File: src/rtl/cu_pkg.sv
// Shared types and encodings for the multi-cycle control unit.
package cu_pkg;

    typedef enum logic [3:0] {
        NOP  = 4'd0,
        IN   = 4'd1,
        OUT  = 4'd2,
        MOV  = 4'd3,
        SHL  = 4'd4,
        SHR  = 4'd5,
        INCA = 4'd6,
        INCB = 4'd7,
        ADD  = 4'd8,
        SUB  = 4'd9,
        AND  = 4'd10,
        OR   = 4'd11
    } opcode_e;

    localparam logic [3:0] F_PASSA = 4'b0000;
    localparam logic [3:0] F_PASSB = 4'b0001;
    localparam logic [3:0] F_INCA  = 4'b0010;
    localparam logic [3:0] F_INCB  = 4'b0011;
    localparam logic [3:0] F_ADD   = 4'b0100;
    localparam logic [3:0] F_SUB   = 4'b0101;
    localparam logic [3:0] F_AND   = 4'b0110;
    localparam logic [3:0] F_OR    = 4'b0111;
    localparam logic [3:0] F_SHR   = 4'b1000;
    localparam logic [3:0] F_SHL   = 4'b1001;

    localparam logic [1:0] BSEL_REG  = 2'b00;
    localparam logic [1:0] BSEL_ZERO = 2'b01;
    localparam logic [1:0] BSEL_EXT  = 2'b11;

    typedef enum logic [1:0] {
        IDLE = 2'd0,
        EXEC = 2'd1,
        DONE = 2'd2
    } state_e;

    // Opcodes 1100-1111 are reserved and rejected.
    function automatic logic is_illegal(input logic [3:0] op);
        return op[3] & op[2];
    endfunction

endpackage

File: src/rtl/btn_press_detect.sv
// Falling-edge detector for the active-low execute button; one-cycle press pulse.
module btn_press_detect (
    input  logic clk,
    input  logic rstn,
    input  logic btn_i,
    output logic press_o
);

    logic btn_q;

    always_ff @(posedge clk) begin
        if (!rstn) begin
            btn_q <= 1'b1;
        end else begin
            btn_q <= btn_i;
        end
    end

    assign press_o = btn_q & ~btn_i;

endmodule

File: src/rtl/param_control_unit.sv
// Multi-cycle control unit: latches an instruction on a button press and sequences
// ALU, B-mux and register-file enables, including repeated shifts.
module param_control_unit
    import cu_pkg::*;
#(
    parameter int unsigned NUM_REGS  = 4,
    parameter int unsigned MAX_SHIFT = 7,
    localparam int unsigned RAW      = $clog2(NUM_REGS),
    localparam int unsigned SHW      = $clog2(MAX_SHIFT + 1)
) (
    input  logic                clk,
    input  logic                rstn,
    input  logic                ex_btn,
    input  logic [3:0]          opcode,
    input  logic [RAW-1:0]      rd_sel,
    input  logic [RAW-1:0]      rs_sel,
    input  logic [SHW-1:0]      shamt,
    output logic [RAW-1:0]      a_sel,
    output logic [RAW-1:0]      b_reg_sel,
    output logic [1:0]          B_sel,
    output logic [3:0]          F_sel,
    output logic [NUM_REGS-1:0] write_en,
    output logic                write_o,
    output logic                busy,
    output logic                done,
    output logic                illegal
);

    state_e         state_q, state_d;
    opcode_e        op_q, op_d;
    logic [RAW-1:0] rd_q, rd_d;
    logic [RAW-1:0] rs_q, rs_d;
    logic [SHW-1:0] cnt_q, cnt_d;
    logic           illegal_q, illegal_d;
    logic           press;
    logic           is_shift;
    logic           wr_rd;

    btn_press_detect u_press (
        .clk     (clk),
        .rstn    (rstn),
        .btn_i   (ex_btn),
        .press_o (press)
    );

    assign is_shift = (op_q == SHL) || (op_q == SHR);

    always_ff @(posedge clk) begin
        if (!rstn) begin
            state_q   <= IDLE;
            op_q      <= NOP;
            rd_q      <= '0;
            rs_q      <= '0;
            cnt_q     <= '0;
            illegal_q <= 1'b0;
        end else begin
            state_q   <= state_d;
            op_q      <= op_d;
            rd_q      <= rd_d;
            rs_q      <= rs_d;
            cnt_q     <= cnt_d;
            illegal_q <= illegal_d;
        end
    end

    always_comb begin
        state_d   = state_q;
        op_d      = op_q;
        rd_d      = rd_q;
        rs_d      = rs_q;
        cnt_d     = cnt_q;
        illegal_d = 1'b0;
        case (state_q)
            IDLE: begin
                if (press) begin
                    if (is_illegal(opcode)) begin
                        illegal_d = 1'b1;
                    end else begin
                        op_d    = opcode_e'(opcode);
                        rd_d    = rd_sel;
                        rs_d    = rs_sel;
                        cnt_d   = shamt;
                        state_d = EXEC;
                    end
                end
            end
            EXEC: begin
                // Shifts stay until the count reaches one; shamt==0 leaves after one cycle.
                if (is_shift && (cnt_q > SHW'(1))) begin
                    cnt_d = cnt_q - SHW'(1);
                end else begin
                    state_d = DONE;
                end
            end
            DONE:    state_d = IDLE;
            default: state_d = IDLE;
        endcase
    end

    always_comb begin
        a_sel     = '0;
        b_reg_sel = '0;
        B_sel     = BSEL_ZERO;
        F_sel     = F_PASSA;
        write_en  = '0;
        write_o   = 1'b0;
        wr_rd     = 1'b0;
        if (state_q == EXEC) begin
            a_sel     = rd_q;
            b_reg_sel = rs_q;
            case (op_q)
                NOP: ;
                IN: begin
                    B_sel = BSEL_EXT;
                    F_sel = F_PASSB;
                    wr_rd = 1'b1;
                end
                OUT: write_o = 1'b1;
                MOV: begin
                    a_sel = rs_q;
                    wr_rd = 1'b1;
                end
                SHL: begin
                    F_sel = F_SHL;
                    wr_rd = (cnt_q != '0);
                end
                SHR: begin
                    F_sel = F_SHR;
                    wr_rd = (cnt_q != '0);
                end
                INCA: begin
                    F_sel = F_INCA;
                    wr_rd = 1'b1;
                end
                INCB: begin
                    B_sel = BSEL_REG;
                    F_sel = F_INCB;
                    wr_rd = 1'b1;
                end
                ADD: begin
                    B_sel = BSEL_REG;
                    F_sel = F_ADD;
                    wr_rd = 1'b1;
                end
                SUB: begin
                    B_sel = BSEL_REG;
                    F_sel = F_SUB;
                    wr_rd = 1'b1;
                end
                AND: begin
                    B_sel = BSEL_REG;
                    F_sel = F_AND;
                    wr_rd = 1'b1;
                end
                OR: begin
                    B_sel = BSEL_REG;
                    F_sel = F_OR;
                    wr_rd = 1'b1;
                end
                default: ;
            endcase
            if (wr_rd) begin
                write_en[rd_q] = 1'b1;
            end
        end
    end

    assign busy    = (state_q != IDLE);
    assign done    = (state_q == DONE);
    assign illegal = illegal_q;

endmodule

File: config.mk
export PLATFORM = sky130hd
export DESIGN_NAME = param_control_unit
export DESIGN_NICKNAME = d
export VERILOG_FILES = /design/src/rtl/cu_pkg.sv /design/src/rtl/btn_press_detect.sv /design/src/rtl/param_control_unit.sv
export SDC_FILE = /design/constraint.sdc
export NUM_CORES = 1
export LEC_CHECK = 0
export CAP_MARGIN = 25
export CORE_MARGIN = 10
export CORE_UTILIZATION = 42
export CTS_BUF_LIST = sky130_fd_sc_hd__clkbuf_4 sky130_fd_sc_hd__clkbuf_8
export CTS_CLUSTER_DIAMETER = 120
export CTS_CLUSTER_SIZE = 25
export DETAILED_ROUTE_END_ITERATION = 10
export PLACE_DENSITY = 0.75
export SYNTH_ARGS = -nofsm -noshare
export SYNTH_HDL_FRONTEND = slang
export SYNTH_SLANG_ARGS = --single-unit
File: constraint.sdc
create_clock -name clk -period 2.38 [get_ports clk]
set_input_delay 0.476 -clock clk [delete_from_list [all_inputs] [get_ports clk]]
set_output_delay 0.476 -clock clk [all_outputs]
set_load 0.005 [all_outputs]
## After elaboration in Yosys (flattened, before gate mapping)

Index checks and enable logic that the tools add are counted.

- Register bits after elaboration: 15
- Input port bits: 14
- Logic and storage cells: 70

- $add $sub $neg: 1
- Magnitude comparators: 3
- Eq/ne operators: 17
- Mux-type cells: 24
- Bitwise gates (word level): 4
- Reduce and logical (&&, ||, !) cells: 14

Operator list:

| operator | number |
|---|---|
| $pmux 4 s9 | 1 |
| $eq 4x3->1 const B | 4 |
| $eq 4x4->1 const B | 4 |
| $mux 2 | 7 |
| $mux 4 | 3 |
| $mux 3 | 3 |
| $reduce_and 3->1 | 3 |
| $eq 4x2->1 const B | 2 |
| $ne 2x2->1 const B | 4 |
| $pmux 2 s2 | 2 |
| $reduce_or 8->1 | 1 |
| $pmux 3 s2 | 1 |
| $mux 1 | 5 |
| $reduce_or 5->1 | 1 |
| $eq 4x1->1 const B | 1 |
| $reduce_and 4->1 | 1 |
| $reduce_bool 2->1 | 2 |
| $gt 3x1->1 const B | 1 |
| $lt 2x3->1 const B | 1 |
| $reduce_bool 3->1 | 1 |
| $sub 3x1->3 const B | 1 |
| $and 1x1->1 | 2 |
| $demux 1 s2 | 1 |
| $eq 2x1->1 const B | 1 |
| other kinds (8) | 10 |

## Logic depth before layout (Yosys ltp)

Gate-level depths: netlist of the first run.

- Depth in word-level cells: 6
- Gate-level depth with buffers: 6
- Gate-level depth less buffers: 6

## Cells and area by module

A second synthesis of the first run with hierarchy kept.

- Cells, all modules: 113
- Area, all modules: 918.4 um^2

Modules (own cells, without submodules):

| module | times used | cells each | area an instance (um^2) | seq. area each (um^2) |
|---|---|---|---|---|
| param_control_unit | 1 | 110 | 885.8 | 280.3 |
| btn_press_detect | 1 | 3 | 32.5 | 20.0 |

## Worst setup path before layout of the first run

Ideal clock, no wire load.

- Path type: reg2out
- Start: reg cnt_q[0]
- End: out write_en[0]
- Arrival: 1.151 ns
- Slack: 0.753 ns
- Cell stages (with the launch flop): 7
- Buffers on the path: 0
- Cells stage by stage: dfxtp_1 > inv_1 > ha_1 > nor3b_1 > o21ai_1 > nand3_1 > nor3_1

- Word-level cells in the longest chain between the ends: 5

RTL lines:

| element | line | text |
|---|---|---|
| start: declaration | param_control_unit.sv:33 | `logic [SHW-1:0] cnt_q, cnt_d;` |
| start signal: assignment | param_control_unit.sv:61 | `cnt_q <= cnt_d;` |
| $reduce_bool 3->1 | param_control_unit.sv:125, param_control_unit.sv:129 |  |
| $pmux 1 s2 | param_control_unit.sv:111 | `case (op_q)` |
| $mux 1 | param_control_unit.sv:108 | `if (state_q == EXEC) begin` |
| $mux 4 | param_control_unit.sv:162 | `if (wr_rd) begin` |
| $mux 4 | param_control_unit.sv:108 |  |
| end: declaration | param_control_unit.sv:22 | `output logic [NUM_REGS-1:0] write_en,` |

Every way passes these cells. The select of a mux whose other input is x is not followed.

## Worst setup path in the final report of the first run

- Start: reg op_q[3]
- End: out write_o

- Word-level cells in the longest chain between the ends: 3

RTL lines:

| element | line | text |
|---|---|---|
| start: declaration | param_control_unit.sv:30 | `opcode_e op_q, op_d;` |
| start signal: assignment | param_control_unit.sv:58 | `op_q <= op_d;` |
| $eq 4x2->1 | param_control_unit.sv:111 |  |
| $mux 1 | param_control_unit.sv:111 |  |
| $mux 1 | param_control_unit.sv:108 |  |
| end: declaration | param_control_unit.sv:23 | `output logic write_o,` |

Every way passes these cells.

==> results of run 1 <==
==> synthesized netlist by cell type (all sizes together) (2+ instances only) <==
library cell  instances  area (um^2)
a21oi                 2         13.8
buf                   2         16.3
nor2b                 8         50.1
nor2                 11         41.3
dfxtp                15          300
mux2i                10          100
nand2b                5         31.3
or2                   2         12.5
clkbuf                2         7.51
o21ai                 5         25.0
and2                  3         18.8
nor3                  4         20.0
inv                   6         22.5
o211ai                2         15.0
nand2                 9         33.8
ha                    3         37.5
o221a                 2         22.5
==> cells in the final DEF (no fill, tap or decap), types with 2 or more instances in the layout <==
cell type        instances
nor2b_1                  8
nand2b_1                 4
dfxtp_2                  5
clkbuf_4                 4
buf_4                    6
inv_2                    2
nor3_2                   2
ha_1                     3
inv_1                    4
and2_1                   3
nor2_1                  11
o211ai_1                 2
o21ai_1                  5
dfxtp_1                  9
or2_1                    2
clkdlybuf4s50_1         27
o221a_1                  2
dlygate4sd2_1            2
nor3_1                   2
nand2_1                  9
mux2i_1                 10
==> timing repair <==
item | CTS | global route
pin swaps | 1 | 2
setup buffers | 3 | 0
setup endpoints to repair | 6 | 6
gates cloned | 0 | 0
resized for setup | 7 | 17
==> sequential cells by signal, indices dropped and copies added, names as in the netlist <==
signal / count
rd_q: 2
illegal: 1
state_q: 2
rs_q: 2
u_press.btn_q: 1
op_q: 4
cnt_q: 3
==> report_power, final <==
part	leakage, nW	internal [mW]	switching, mW	total, mW
clock	0.0184	0.0767	0.0892	0.166
combinational	0.349	0.0747	0.0614	0.136
sequential	0.126	0.266	0.0184	0.285
==> metal layers <==
metal	up-vias	routed length (um)	track usage
li1	445	-	-
met1	411	1080	0.119
met2	21	1130	0.161
met3	4	218	0.0719
met4	0	30	0.0524
met5	-	0	0
==> stage by stage <==
stage,util,instances,power [mW]
6_report,0.660,170,0.587
5_1_grt,0.660,170,0.623
4_1_cts,0.646,170,0.585
3_5_place_dp,0.621,163,0.413
3_3_place_gp,0.621,163,0.411
2_1_floorplan,-,106,0.362
==> cell type report <==
cell class / instances / share of cell area
Inverter: 6 / 0.0169
Multi-Input combinational cell: 81 / 0.446
Timing Repair Buffer: 37 / 0.257
Sequential cell: 15 / 0.232
Clock buffer: 4 / 0.0225
Tap cell: 27 / 0.0253
==> path summary, 6_finish.rpt <==
| path | start | end | slack, ns | cells after the start |
|---|---|---|---|---|
| worst min-delay path | u_press.btn_q$_SDFF_PN1_ | illegal$_SDFF_PN0_ | 0.43 | 2 |
| worst min register to register | u_press.btn_q$_SDFF_PN1_ | illegal$_SDFF_PN0_ | 0.43 | 2 |
| worst max-delay path | op_q[3]$_SDFFE_PN0P_ | write_o | 0.13 | 3 |
| worst max register to register | cnt_q[0]$_SDFFE_PN0P_ | cnt_q[1]$_SDFFE_PN0P_ | 0.54 | 6 |
==> tightest hold or removal path: stages (launching register included) <==
cell     delay, ns
dfxtp_1       0.32
inv_1         0.04
nor4_1        0.04
==> cell families after synthesis <==
kind of cell / after synthesis / synth area share
mux: 11 / 0.122
compound gates: 17 / 0.160
simple gates: 50 / 0.296
fa+ha+maj: 3 / 0.0412
buf+inv: 10 / 0.0507
flops: 15 / 0.329
==> flow_metrics.tcl, run 1 <==
set metrics [dict create \
    status "finished, final reports clean" \
    power_density_nw_per_um2 440 \
    core_area_um2 2020 \
    syn_area_um2 912 \
    period_minus_slack_ns 2.25 \
    worstPathRequired_ns 1.90 \
    grt_pass1_vias 795 \
    fp-row-count 16 \
    cts_buffers 3 \
    synthFlopType "dfxtp_1" \
    n_antenna_cell 0 \
    holdCritPathClass "flip-flop to flip-flop" \
    routed_wl_mm 2.46 \
    ys_seq_area_frac 0.329 \
    dpl.hpwl_mm 1.71 \
    drtIter0Drc 59 \
    drtPass1Iterations 4 \
    pin_count 32 \
    crit_fanout 7 \
    die_h_um 66.6 \
    grt.overflow.total 0 \
    yosysUniqueCellTypes 34 \
    endpoint_kind "output pin" \
    drive_gt1_frac 0.210 \
    ys_seq_elements 15 \
    areaGrowthSynthToFinish_pct 46.4 \
    final_area_um2 1340 \
    fin_skew_ns 0.00159 \
    hold_viol 0 \
    whs_ns 0.435 \
    grt_max_degree 18 \
    dpl_cell_area_um2 1250 \
    tightestPinTransition_ns 0.589 \
    avgSynthCellArea_um2 8.60 \
    max_freq_mhz 444 \
    crit_family "simple AND/OR/NAND/NOR gates" \
    tns_ns 0 \
    vias 881 \
    cts_tree "built" \
    grt_use_total 0.110 \
    n_fill_cell 173 \
    clockBufferDepth 2 \
    die_area_um2 4440 \
    gp_congestion 0.811 \
    multi_input_area_um2 596 \
    nNetsFinal 161 \
    synth_edf_count 0 \
    ir_worst_vdd_v 0.000303 \
    cpPeakStageDelay_ns 0.51 \
    syn_nets 123 \
    ant_nets 0 \
    power_leakage_nw 0.493 \
    drc 0 \
    die_w_um 66.6 \
    slew_violations 0 \
    cts_sinks 15 \
    cp.arrival_ns 1.78 \
    cp_num_buf_inv 1 \
    cts_hold_buf 0 \
    grt_setup_unrepaired "false" \
    antenna_found_initial 0 \
    path_cells "or3_1 > nor2_1 > clkdlybuf4s50_1" \
    timing_worst_setup_path_type "flip-flop to output pin" \
    wire_per_inst_um 14.5 \
    clock_latency_ns 0.29 \
    cts_root_buffer "clkbuf_4" \
    yosys_warnings 0 \
    synthCells 106 \
    crit_slowest_cell "clkdlybuf4s50_1" \
    cts.clk_slew.worst_paths_ns 0.09 \
    setup_slack_ns 0.126 \
    max_slew_margin 0.606 \
    cap_violations 0 \
    grt_pass1_wl_mm 3.72 \
    startpoint_type "flip-flop" \
    final-seq-area_um2 310 \
    final.period_utilization 0.947 \
    final-setup-viol-count 0 \
    async_flop_share 0 \
    via_per_inst 5.18 \
    cts_max_level 1 \
    start_util 0.451 \
    io_buffers 31 \
    dpl_worst_slack_ns 0.184 \
]
Power figures use the tool's default switching activity.
==> run 2, diff against run 1 <==
--- a/config.mk
+++ b/config.mk
@@ -5,7 +5,6 @@
 export SDC_FILE = /design/constraint.sdc
 export NUM_CORES = 1
 export LEC_CHECK = 0
-export CAP_MARGIN = 25
 export CORE_MARGIN = 10
 export CORE_UTILIZATION = 42
 export CTS_BUF_LIST = sky130_fd_sc_hd__clkbuf_4 sky130_fd_sc_hd__clkbuf_8
==> results of run 2 <==
No change in the layout: final DEF, timing and power equal those of run 1.
